## src/rtl/contadores_arriba_abajo.sv

```systemverilog
// Set-mode up/down counter bank for the RTC: time-set, timer preset and date
// register groups, stepped one field at a time by debounced push-button edges.
module contadores_arriba_abajo (
    input  logic       clk,
    input  logic       swreset,
    input  logic       push_up,
    input  logic       push_down,
    input  logic       stime,
    input  logic       date,
    input  logic       timer,
    input  logic [4:0] counterlr,
    input  logic       sw,
    input  logic       swformat,
    output logic [5:0] counter_stime_s,
    output logic [5:0] counter_stime_m,
    output logic [4:0] counter_stime_h,
    output logic [5:0] counter_timer_s,
    output logic [5:0] counter_timer_m,
    output logic [4:0] counter_timer_h,
    output logic [4:0] counter_date_d,
    output logic [3:0] counter_date_m,
    output logic [6:0] counter_date_a
);

    localparam int unsigned SEL_W = 5;

    localparam logic [SEL_W-1:0] SEL_LOW  = SEL_W'(1);
    localparam logic [SEL_W-1:0] SEL_MID  = SEL_W'(2);
    localparam logic [SEL_W-1:0] SEL_HIGH = SEL_W'(3);

    logic       up_q;
    logic       down_q;
    logic       up_ev;
    logic       down_ev;
    logic       step_up;
    logic       step_any;
    logic [4:0] max_day;
    logic       day_over;

    // Wrapping single step within [lo, hi]; all field widths fit in 7 bits.
    function automatic logic [6:0] wrap_step(input logic [6:0] v, input logic [6:0] lo,
                                             input logic [6:0] hi, input logic up);
        if (up) begin
            return (v >= hi) ? lo : v + 7'd1;
        end
        return (v <= lo) ? hi : v - 7'd1;
    endfunction

    assign up_ev    = push_up & ~up_q;
    assign down_ev  = push_down & ~down_q;
    assign step_up  = up_ev & ~down_ev;
    assign step_any = sw & (up_ev ^ down_ev);

    // Days in the current month; leap years are those with year[1:0] == 0.
    always_comb begin
        max_day = 5'd31;
        case (counter_date_m)
            4'd4, 4'd6, 4'd9, 4'd11: max_day = 5'd30;
            4'd2:                    max_day = (counter_date_a[1:0] == 2'd0) ? 5'd29 : 5'd28;
            default:                 max_day = 5'd31;
        endcase
    end

    assign day_over = (counter_date_d > max_day);

    always_ff @(posedge clk) begin
        if (!swreset) begin
            up_q            <= 1'b0;
            down_q          <= 1'b0;
            counter_stime_s <= 6'd0;
            counter_stime_m <= 6'd0;
            counter_stime_h <= swformat ? 5'd12 : 5'd0;
            counter_timer_s <= 6'd0;
            counter_timer_m <= 6'd0;
            counter_timer_h <= 5'd0;
            counter_date_d  <= 5'd1;
            counter_date_m  <= 4'd1;
            counter_date_a  <= 7'd0;
        end else begin
            up_q   <= push_up;
            down_q <= push_down;
            if (step_any) begin
                if (stime) begin
                    case (counterlr)
                        SEL_LOW:  counter_stime_s <= 6'(wrap_step(7'(counter_stime_s), 7'd0, 7'd59, step_up));
                        SEL_MID:  counter_stime_m <= 6'(wrap_step(7'(counter_stime_m), 7'd0, 7'd59, step_up));
                        SEL_HIGH: begin
                            if (!swformat) begin
                                counter_stime_h <= 5'(wrap_step(7'(counter_stime_h), 7'd0, 7'd23, step_up));
                            end else if (counter_stime_h == 5'd0 || counter_stime_h > 5'd12) begin
                                // Out-of-range value left over from 24-hour mode.
                                counter_stime_h <= step_up ? 5'd1 : 5'd12;
                            end else begin
                                counter_stime_h <= 5'(wrap_step(7'(counter_stime_h), 7'd1, 7'd12, step_up));
                            end
                        end
                        default: ;
                    endcase
                end else if (date) begin
                    case (counterlr)
                        SEL_LOW:  counter_date_d <= 5'(wrap_step(7'(counter_date_d), 7'd1, 7'(max_day), step_up));
                        SEL_MID:  counter_date_m <= 4'(wrap_step(7'(counter_date_m), 7'd1, 7'd12, step_up));
                        SEL_HIGH: counter_date_a <= wrap_step(counter_date_a, 7'd0, 7'd99, step_up);
                        default: ;
                    endcase
                end else if (timer) begin
                    case (counterlr)
                        SEL_LOW:  counter_timer_s <= 6'(wrap_step(7'(counter_timer_s), 7'd0, 7'd59, step_up));
                        SEL_MID:  counter_timer_m <= 6'(wrap_step(7'(counter_timer_m), 7'd0, 7'd59, step_up));
                        SEL_HIGH: counter_timer_h <= 5'(wrap_step(7'(counter_timer_h), 7'd0, 7'd23, step_up));
                        default: ;
                    endcase
                end
            end
            // Clamp after a month/year change; overrides any day step this edge.
            if (day_over) begin
                counter_date_d <= max_day;
            end
        end
    end

endmodule

```

## config.mk

```make
export PLATFORM = sky130hd
export DESIGN_NAME = contadores_arriba_abajo
export DESIGN_NICKNAME = d
export VERILOG_FILES = /design/src/rtl/contadores_arriba_abajo.sv
export SDC_FILE = /design/constraint.sdc
export NUM_CORES = 1
export LEC_CHECK = 0
export ABC_AREA = 1
export BUFFER_PORTS_ARGS = -buffer_cell sky130_fd_sc_hd__buf_2
export CAP_MARGIN = 15
export CORE_ASPECT_RATIO = 1.75
export CORE_MARGIN = 2
export CORE_UTILIZATION = 30
export CTS_CLUSTER_DIAMETER = 150
export CTS_CLUSTER_SIZE = 20
export DETAILED_ROUTE_END_ITERATION = 7
export GPL_ROUTABILITY_DRIVEN = 0
export HOLD_SLACK_MARGIN = 0.12
export PLACE_DENSITY = 0.59
export SLEW_MARGIN = 0
export SYNTH_ARGS = -nofsm -noshare
export SYNTH_HDL_FRONTEND = slang
export SYNTH_SLANG_ARGS = --single-unit
```

## constraint.sdc

```tcl
create_clock -name clk -period 1.9 [get_ports clk]
set_input_delay 0.285 -clock clk [delete_from_list [all_inputs] [get_ports clk]]
set_output_delay 0.285 -clock clk [all_outputs]
set_load 0.02 [all_outputs]
```

==> flow_metrics.py, run 1 <==
metrics = {
    "run_status": {
        "status": "finished, violations left",
        "violations": "negative setup slack",
    },
    "grt": {
        "grt_usage_pct": 16.2,
        "grt_max_degree": 29,
        "gr-total-overflow": 0,
        "grt_pass1_wl_microns": 22100,
        "antenna_found_initial": 0,
        "grt_pass1_vias": 4771,
    },
    "power": {
        "p_per_area_mw_per_mm2": 441,
        "power_mw": 2.47,
        "leakage_nw": 2.77,
        "peakVddDrop_mv": 0.339,
    },
    "logic_synthesis": {
        "synthCells": 723,
        "synthTopCellsByArea": "dfxtp_1 20%, nand2_1 12%, ha_1 8.7%",
        "synth_top_area_share_pct": 20.4,
        "syn_nets": 769,
        "yosysSeqAreaShare_pct": 23.7,
        "synth_area_sq_mm": 0.00460,
        "ys_ff_latch": 52,
        "synth_area_leader_cell": "dfxtp_1",
        "yosysUniqueCellTypes": 38,
        "ys_warn_count": 0,
        "syn_avg_cell_area_sq_um": 6.37,
    },
    "placed_design": {
        "hpwl_microns": 9980,
        "dp_cells": 978,
        "placed_area_sq_mm": 0.00530,
        "io_buffer_count": 63,
    },
    "worst_setup_path": {
        "crit_type": "reg -> reg",
        "startpoint_type": "flop",
        "cp-end-kind": "flop",
        "max_stage_delay_ps": 400,
        "crit_fanout": 7,
        "crit_slowest_cell": "dfxtp_4",
        "worst_path_most_repeated_cell": "nand2_1",
        "required_ps": 2130,
        "crit_chain": "inv_4, ha_4, nand2_1, buf_4, inv_1, ha_1, nand2_2, nand2_1, nand3_4, nand2_4, o21ai_0, a31oi_1",
        "worstPathArrival_ps": 2140,
    },
    "floorplanning": {
        "fp.dieH_microns": 168,
        "dieArea_sq_mm": 0.0164,
        "placementRows": 59,
        "coreArea_sq_mm": 0.0149,
        "io-pin-count": 64,
        "die_w_microns": 97.6,
        "start_util_pct": 30.9,
    },
    "cts": {
        "cts-root-buf": "clkbuf_16",
        "htreeDepth": 2,
        "cts_buffers": 5,
        "cts_num_sinks": 52,
        "tritoncts": "yes",
        "clk_pin_slew_ps": 70,
        "worst_skew_pair.late_latency_ps": 300,
        "hold_buffers": 0,
        "clk_path_buf_depth": 2,
    },
    "timing": {
        "min_period_ps": 1910,
        "hold_viol": 0,
        "slew_headroom_pct": 71.1,
        "max_freq_mhz": 523,
        "tightestPinTransition_ps": 430,
        "setup_viol": 2,
        "setup_ws_ps": -11.0,
        "clock_skew_ps": 6.91,
        "drv_slew": 0,
        "finalCritPeriodShare_pct": 101,
        "grt_setup_unrepaired": "true",
    },
    "final_layout": {
        "drive_gt1_share_pct": 22.7,
        "synthToLayoutAreaGrowth_pct": 21.8,
        "n_antenna_cell": 0,
        "register_area_sq_mm": 0.00111,
        "final_cell_area_sq_mm": 0.00561,
        "multi_input_area_sq_mm": 0.00310,
        "layout.nets": 855,
        "fillers": 1624,
        "final_cells": 993,
    },
    "route": {
        "wirelength_microns": 13300,
        "vias": 4879,
        "via_per_inst": 4.91,
        "first_pass_iters": 4,
        "wl_per_cell_microns": 13.4,
        "antenna_left": 0,
        "drt_iter0_markers": 213,
        "drc": 0,
    },
    "min_path": {
        "min_path_type": "in -> reg",
    },
    "run": {
        "maxCapViolCount": 0,
    },
}
==> power by group <==
| group | internal (mW) | leakage [nW] | switching (mW) |
|---|---|---|---|
| logic | 0.142 | 2.27 | 0.265 |
| registers | 1.12 | 0.432 | 0.0235 |
| clock network | 0.481 | 0.0710 | 0.440 |
==> cells by family after synthesis <==
group,count (synthesis),synth area share [%]
AND/OR/NAND/NOR,344,35.3
flip-flops,52,23.7
buffers and inverters,131,11.4
adder cells (fa/ha/maj),32,8.70
XOR/XNOR,23,4.38
AO/OA/AOI/OAI,141,16.6
==> cell type report <==
| cell class | instances | share of cell area, % |
|---|---|---|
| Clock inverter | 3 | 0.245 |
| Multi-Input combinational cell | 540 | 55.3 |
| Tap cell | 183 | 4.08 |
| Sequential cell | 52 | 19.8 |
| Inverter | 111 | 7.52 |
| Clock buffer | 5 | 2.23 |
| Timing Repair Buffer | 99 | 10.9 |
==> what timing repair did <==
item                                    CTS  global route
pin swaps                                 8             9
endpoints found under the setup margin    5             5
gates resized for setup                   9            18
setup buffers                             6             1
==> critical path: cells and delay by family (launching register included) <==
kind / cells / cell delay, ps
AOI/OAI and AO/OA: 2 / 250
adders and majority gates: 2 / 490
buffers and inverters: 3 / 190
DFF: 1 / 400
and+or+nand+nor: 5 / 510
==> cells in the mapped netlist <==
cell	count
o22a_1	1
a21oi_1	40
dfxtp_1	47
nand2_4	1
nand2_2	4
buf_6	1
xor2_1	21
buf_4	3
inv_2	20
nor2_8	1
o31ai_1	2
o21bai_1	1
a31oi_1	16
o211ai_1	7
o21ai_1	15
nand3_1	71
nand4_1	12
a21oi_2	2
clkbuf_1	5
o21ai_0	57
or2_1	2
nor3_1	6
nand2_1	150
clkbuf_2	1
edfxtp_1	5
and2_1	1
nor2_2	11
nand3_2	3
ha_1	32
nor3b_1	1
nand3_4	2
nor2_4	9
nor2_1	64
inv_1	91
xnor2_1	2
buf_2	10
nand3b_1	3
or2_2	3
==> cell usage in the layout (no fill, tap or decap), drive strengths merged, types with 5 or more instances in the layout <==
| master | netlist | routed |
|---|---|---|
| nand4 | 12 | 12 |
| inv | 111 | 111 |
| clkbuf | 6 | 5 |
| dfxtp | 47 | 47 |
| nor3 | 6 | 6 |
| a31oi | 16 | 16 |
| nand3 | 76 | 76 |
| nor2 | 85 | 85 |
| a21oi | 42 | 42 |
| nand2 | 155 | 155 |
| xor2 | 21 | 21 |
| o211ai | 7 | 7 |
| or2 | 5 | 5 |
| ha | 32 | 32 |
| o21ai | 72 | 72 |
| buf | 14 | 99 |
| edfxtp | 5 | 5 |
==> sequential cells by signal (all words and copies together), names as in the netlist, 5 cells and up <==
name             flops
counter_timer_h      5
counter_stime_h      5
counter_timer_s      6
counter_date_a       7
counter_stime_m      6
counter_timer_m      6
counter_date_d       5
counter_stime_s      6
==> worst paths after layout <==
path                     startpoint                end  slack (ps)  cells past startpoint
hold / removal            push_down             down_q         170                      3
hold reg to reg   counter_date_d[4]  counter_date_d[4]         540                      2
setup / recovery  counter_date_m[0]  counter_date_d[1]         -10                     12
setup reg to reg  counter_date_m[0]  counter_date_d[1]         -10                     12
==> stage by stage <==
step	hold slack, ps	utilization, %	setup TNS (ps)	worst slack, ps
global route	188	37.6	-785	-171
detailed placement	484	35.5	-108	-74.0
CTS	169	37.0	0	4.55
finish	174	37.6	-18.2	-11.0
floorplan	378	-	0	0.749
global placement	478	35.5	-46.5	-46.5
==> routing by layer <==
layer,track usage (%),wire length [microns],vias up
li1,-,-,2530
met1,17.1,5420,2229
met2,31.3,7130,95
met3,2.20,356,25
met4,7.49,395,0
met5,0,0,-
Note: power is estimated with default switching activity, not from simulation.
==> run 2: changes to the inputs <==
--- a/config.mk
+++ b/config.mk
@@ -6,15 +6,18 @@
 export NUM_CORES = 1
 export LEC_CHECK = 0
 export ABC_AREA = 1
+export ABC_CLOCK_PERIOD_IN_PS = 1900
 export BUFFER_PORTS_ARGS = -buffer_cell sky130_fd_sc_hd__buf_2
 export CAP_MARGIN = 15
 export CORE_ASPECT_RATIO = 1.75
 export CORE_MARGIN = 2
 export CORE_UTILIZATION = 30
+export CTS_BUF_LIST = sky130_fd_sc_hd__clkbuf_4 sky130_fd_sc_hd__clkbuf_8 sky130_fd_sc_hd__clkbuf_16
 export CTS_CLUSTER_DIAMETER = 150
 export CTS_CLUSTER_SIZE = 20
 export DETAILED_ROUTE_END_ITERATION = 7
 export GPL_ROUTABILITY_DRIVEN = 0
+export GPL_TIMING_DRIVEN = 0
 export HOLD_SLACK_MARGIN = 0.12
 export PLACE_DENSITY = 0.59
 export SLEW_MARGIN = 0
==> run 2 against run 1 <==
Effect of this change:
- the flow still finishes with violations (negative setup slack)
- sequential share of layout area up 0.21 points
- core utilization down 0.36 points
- global-route usage up 0.80 points
- largest cell class unchanged
- highest routed layer unchanged
==> flow_metrics.py, run 2 (synthesis gave the netlist of run 1 again) <==
metrics = {
    "grt": {
        "grt_max_degree": 16,
        "grt_pass1_vias": 4731,
        "grt_usage_pct": 17.0,
        "antenna_found_initial": 0,
        "gr-total-overflow": 0,
        "grt_pass1_wl_microns": 22900,
    },
    "route": {
        "via_per_inst": 5.01,
        "drt_iter0_markers": 245,
        "vias": 4966,
        "first_pass_iters": 5,
        "wirelength_microns": 14100,
        "drc": 0,
        "antenna_left": 0,
        "wl_per_cell_microns": 14.3,
    },
    "worst_setup_path": {
        "worstPathBufferInverterCount": 2,
        "max_stage_delay_ps": 400,
        "worst_path_most_repeated_cell": "nand2_2",
        "required_ps": 2130,
        "crit_fanout": 4,
        "startpoint_type": "flop",
        "regToRegEndpoint": "counter_date_d[1]",
        "worstPathArrival_ps": 2250,
        "crit_chain": "inv_6, ha_4, o211ai_1, o211ai_1, inv_1, ha_1, nand2_2, nand3_2, nand2_2, nand2_2, nand2_1, nand3_1, a31oi_1",
        "reg2reg_from": "counter_date_m[0]",
        "critPathTopFamily": "simple AND/OR/NAND/NOR gates",
        "crit_type": "reg -> reg",
        "ff2ff_path_depth": 13,
        "cp-end-kind": "flop",
        "crit_slowest_cell": "dfxtp_4",
        "r2r_setup_slack_ps": -120,
    },
    "floorplanning": {
        "die_w_microns": 97.6,
        "placementRows": 59,
        "start_util_pct": 30.9,
        "coreArea_sq_mm": 0.0149,
        "fp.dieH_microns": 168,
        "io-pin-count": 64,
        "dieArea_sq_mm": 0.0164,
    },
    "timing": {
        "min_period_ps": 2020,
        "drv_slew": 0,
        "grt_setup_unrepaired": "true",
        "setup_ws_ps": -122,
        "finalCritPeriodShare_pct": 106,
        "whs_ps": 174,
        "clock_skew_ps": 4.79,
        "slew_headroom_pct": 56.2,
        "tightestPinTransition_ps": 658,
        "max_freq_mhz": 495,
        "setup_viol": 4,
        "hold_viol": 0,
    },
    "run": {
        "maxCapViolCount": 0,
    },
    "power": {
        "netSwitchingPower_mw": 0.745,
        "power_mw": 2.64,
        "internal_power_mw": 1.89,
        "p_per_area_mw_per_mm2": 475,
        "power.clock.fraction_pct": 40.7,
        "seqPwrFrac_pct": 43.2,
        "comb_power_share_pct": 16.1,
        "peakVddDrop_mv": 0.282,
        "p_sw_share_pct": 28.3,
        "leakage_nw": 2.73,
    },
    "run_status": {
        "status": "finished, violations left",
        "violations": "negative setup slack",
    },
    "final_layout": {
        "layout.nets": 853,
        "regMostFlops": "counter_date_a",
        "synthToLayoutAreaGrowth_pct": 20.7,
        "n_antenna_cell": 0,
        "drive_gt1_share_pct": 22.5,
        "final_cell_mix": "145 x nand2_1, 87 x inv_1, 70 x nand3_1, 69 x buf_2, 62 x nor2_1",
        "mostFrequentLayoutCell": "nand2_1",
        "fillers": 1687,
        "largest_reg_flops": 7,
        "final_cells": 991,
    },
    "cts": {
        "clk_path_buf_depth": 2,
        "cts_buffers": 5,
        "cts-root-buf": "clkbuf_16",
        "cts_num_sinks": 52,
        "tritoncts": "yes",
        "clk_pin_slew_ps": 70,
        "htreeDepth": 2,
        "worst_skew_pair.late_latency_ps": 300,
    },
    "placed_design": {
        "hpwl_microns": 10900,
        "io_buffer_count": 63,
        "dp_cells": 969,
    },
    "min_path": {
        "min_path_cells": 3,
        "min-delay-start": "push_down",
        "hold_end": "down_q",
        "min_path_type": "in -> reg",
    },
}
[run 2: routing by layer]
layer  GRT usage (%)  up-vias  wire [microns]
met2            32.7      131            7660
met4            7.97        0             539
met3            1.83       39             455
met5               0        -               0
met1            18.3     2270            5500
li1                -     2526               -
[run 2: power groups by stage]
stage	Sequential [mW]	Clock [mW]	Combinational, mW
after global routing	1.14	1.14	0.469
final	1.14	1.07	0.424
after floorplan	1.18	0	0.266
after global placement	1.17	0	0.405
after detailed placement	1.17	0	0.403
after CTS	1.14	1.10	0.413
[run 2: timing repair]
action,4_1_cts,5_1_grt
setup buffers,13,2
hold buffers,0,0
endpoints found under the setup margin,17,14
gates resized for setup,23,11
pin swaps,10,8
[run 2: area by class of cell]
type	count	area [sq um]	share of cell area, %
timing repair buffer	78	428	7.71
inverter	111	427	7.68
clock buffer	6	133	2.39
sequential	52	1110	20.0
clock inverter	2	35.0	0.631
tap	183	229	4.12
multi-input combinational	540	3080	55.5
buffer	19	111	2.01
[run 2: how the worst max path moves through the flow]
stage	startpoint	cells after the start	end	slack (ps)
after floorplan	counter_date_a[0]	13	counter_date_d[0]	0.7
after global placement	push_up	12	counter_stime_h[2]	-230
after detailed placement	counter_date_a[0]	13	counter_date_d[0]	-250
after CTS	counter_date_m[1]	13	counter_date_d[0]	-70
after global routing	counter_date_m[0]	13	counter_date_d[1]	-280
final	counter_date_m[0]	13	counter_date_d[1]	-120
[run 2: stage by stage]
| step | util, % | TNS (ps) | setup WS, ps | area (sq um) |
|---|---|---|---|---|
| 6_report | 37.2 | -190 | -122 | 5550 |
| 2_1_floorplan | - | 0 | 0.749 | 4620 |
| 3_5_place_dp | 34.7 | -3510 | -250 | 5170 |
| 5_1_grt | 37.2 | -1090 | -277 | 5550 |
| 3_3_place_gp | 34.7 | -3350 | -232 | 5170 |
| 4_1_cts | 36.9 | -186 | -65.1 | 5510 |
[run 2: worst register-to-register path: cells and delay by family, from the launching register on]
family          cells  cell delay, ps
compound gates      3             510
simple gates        6             530
buf+inv             2             120
fa+ha+maj           2             390
flops               1             400
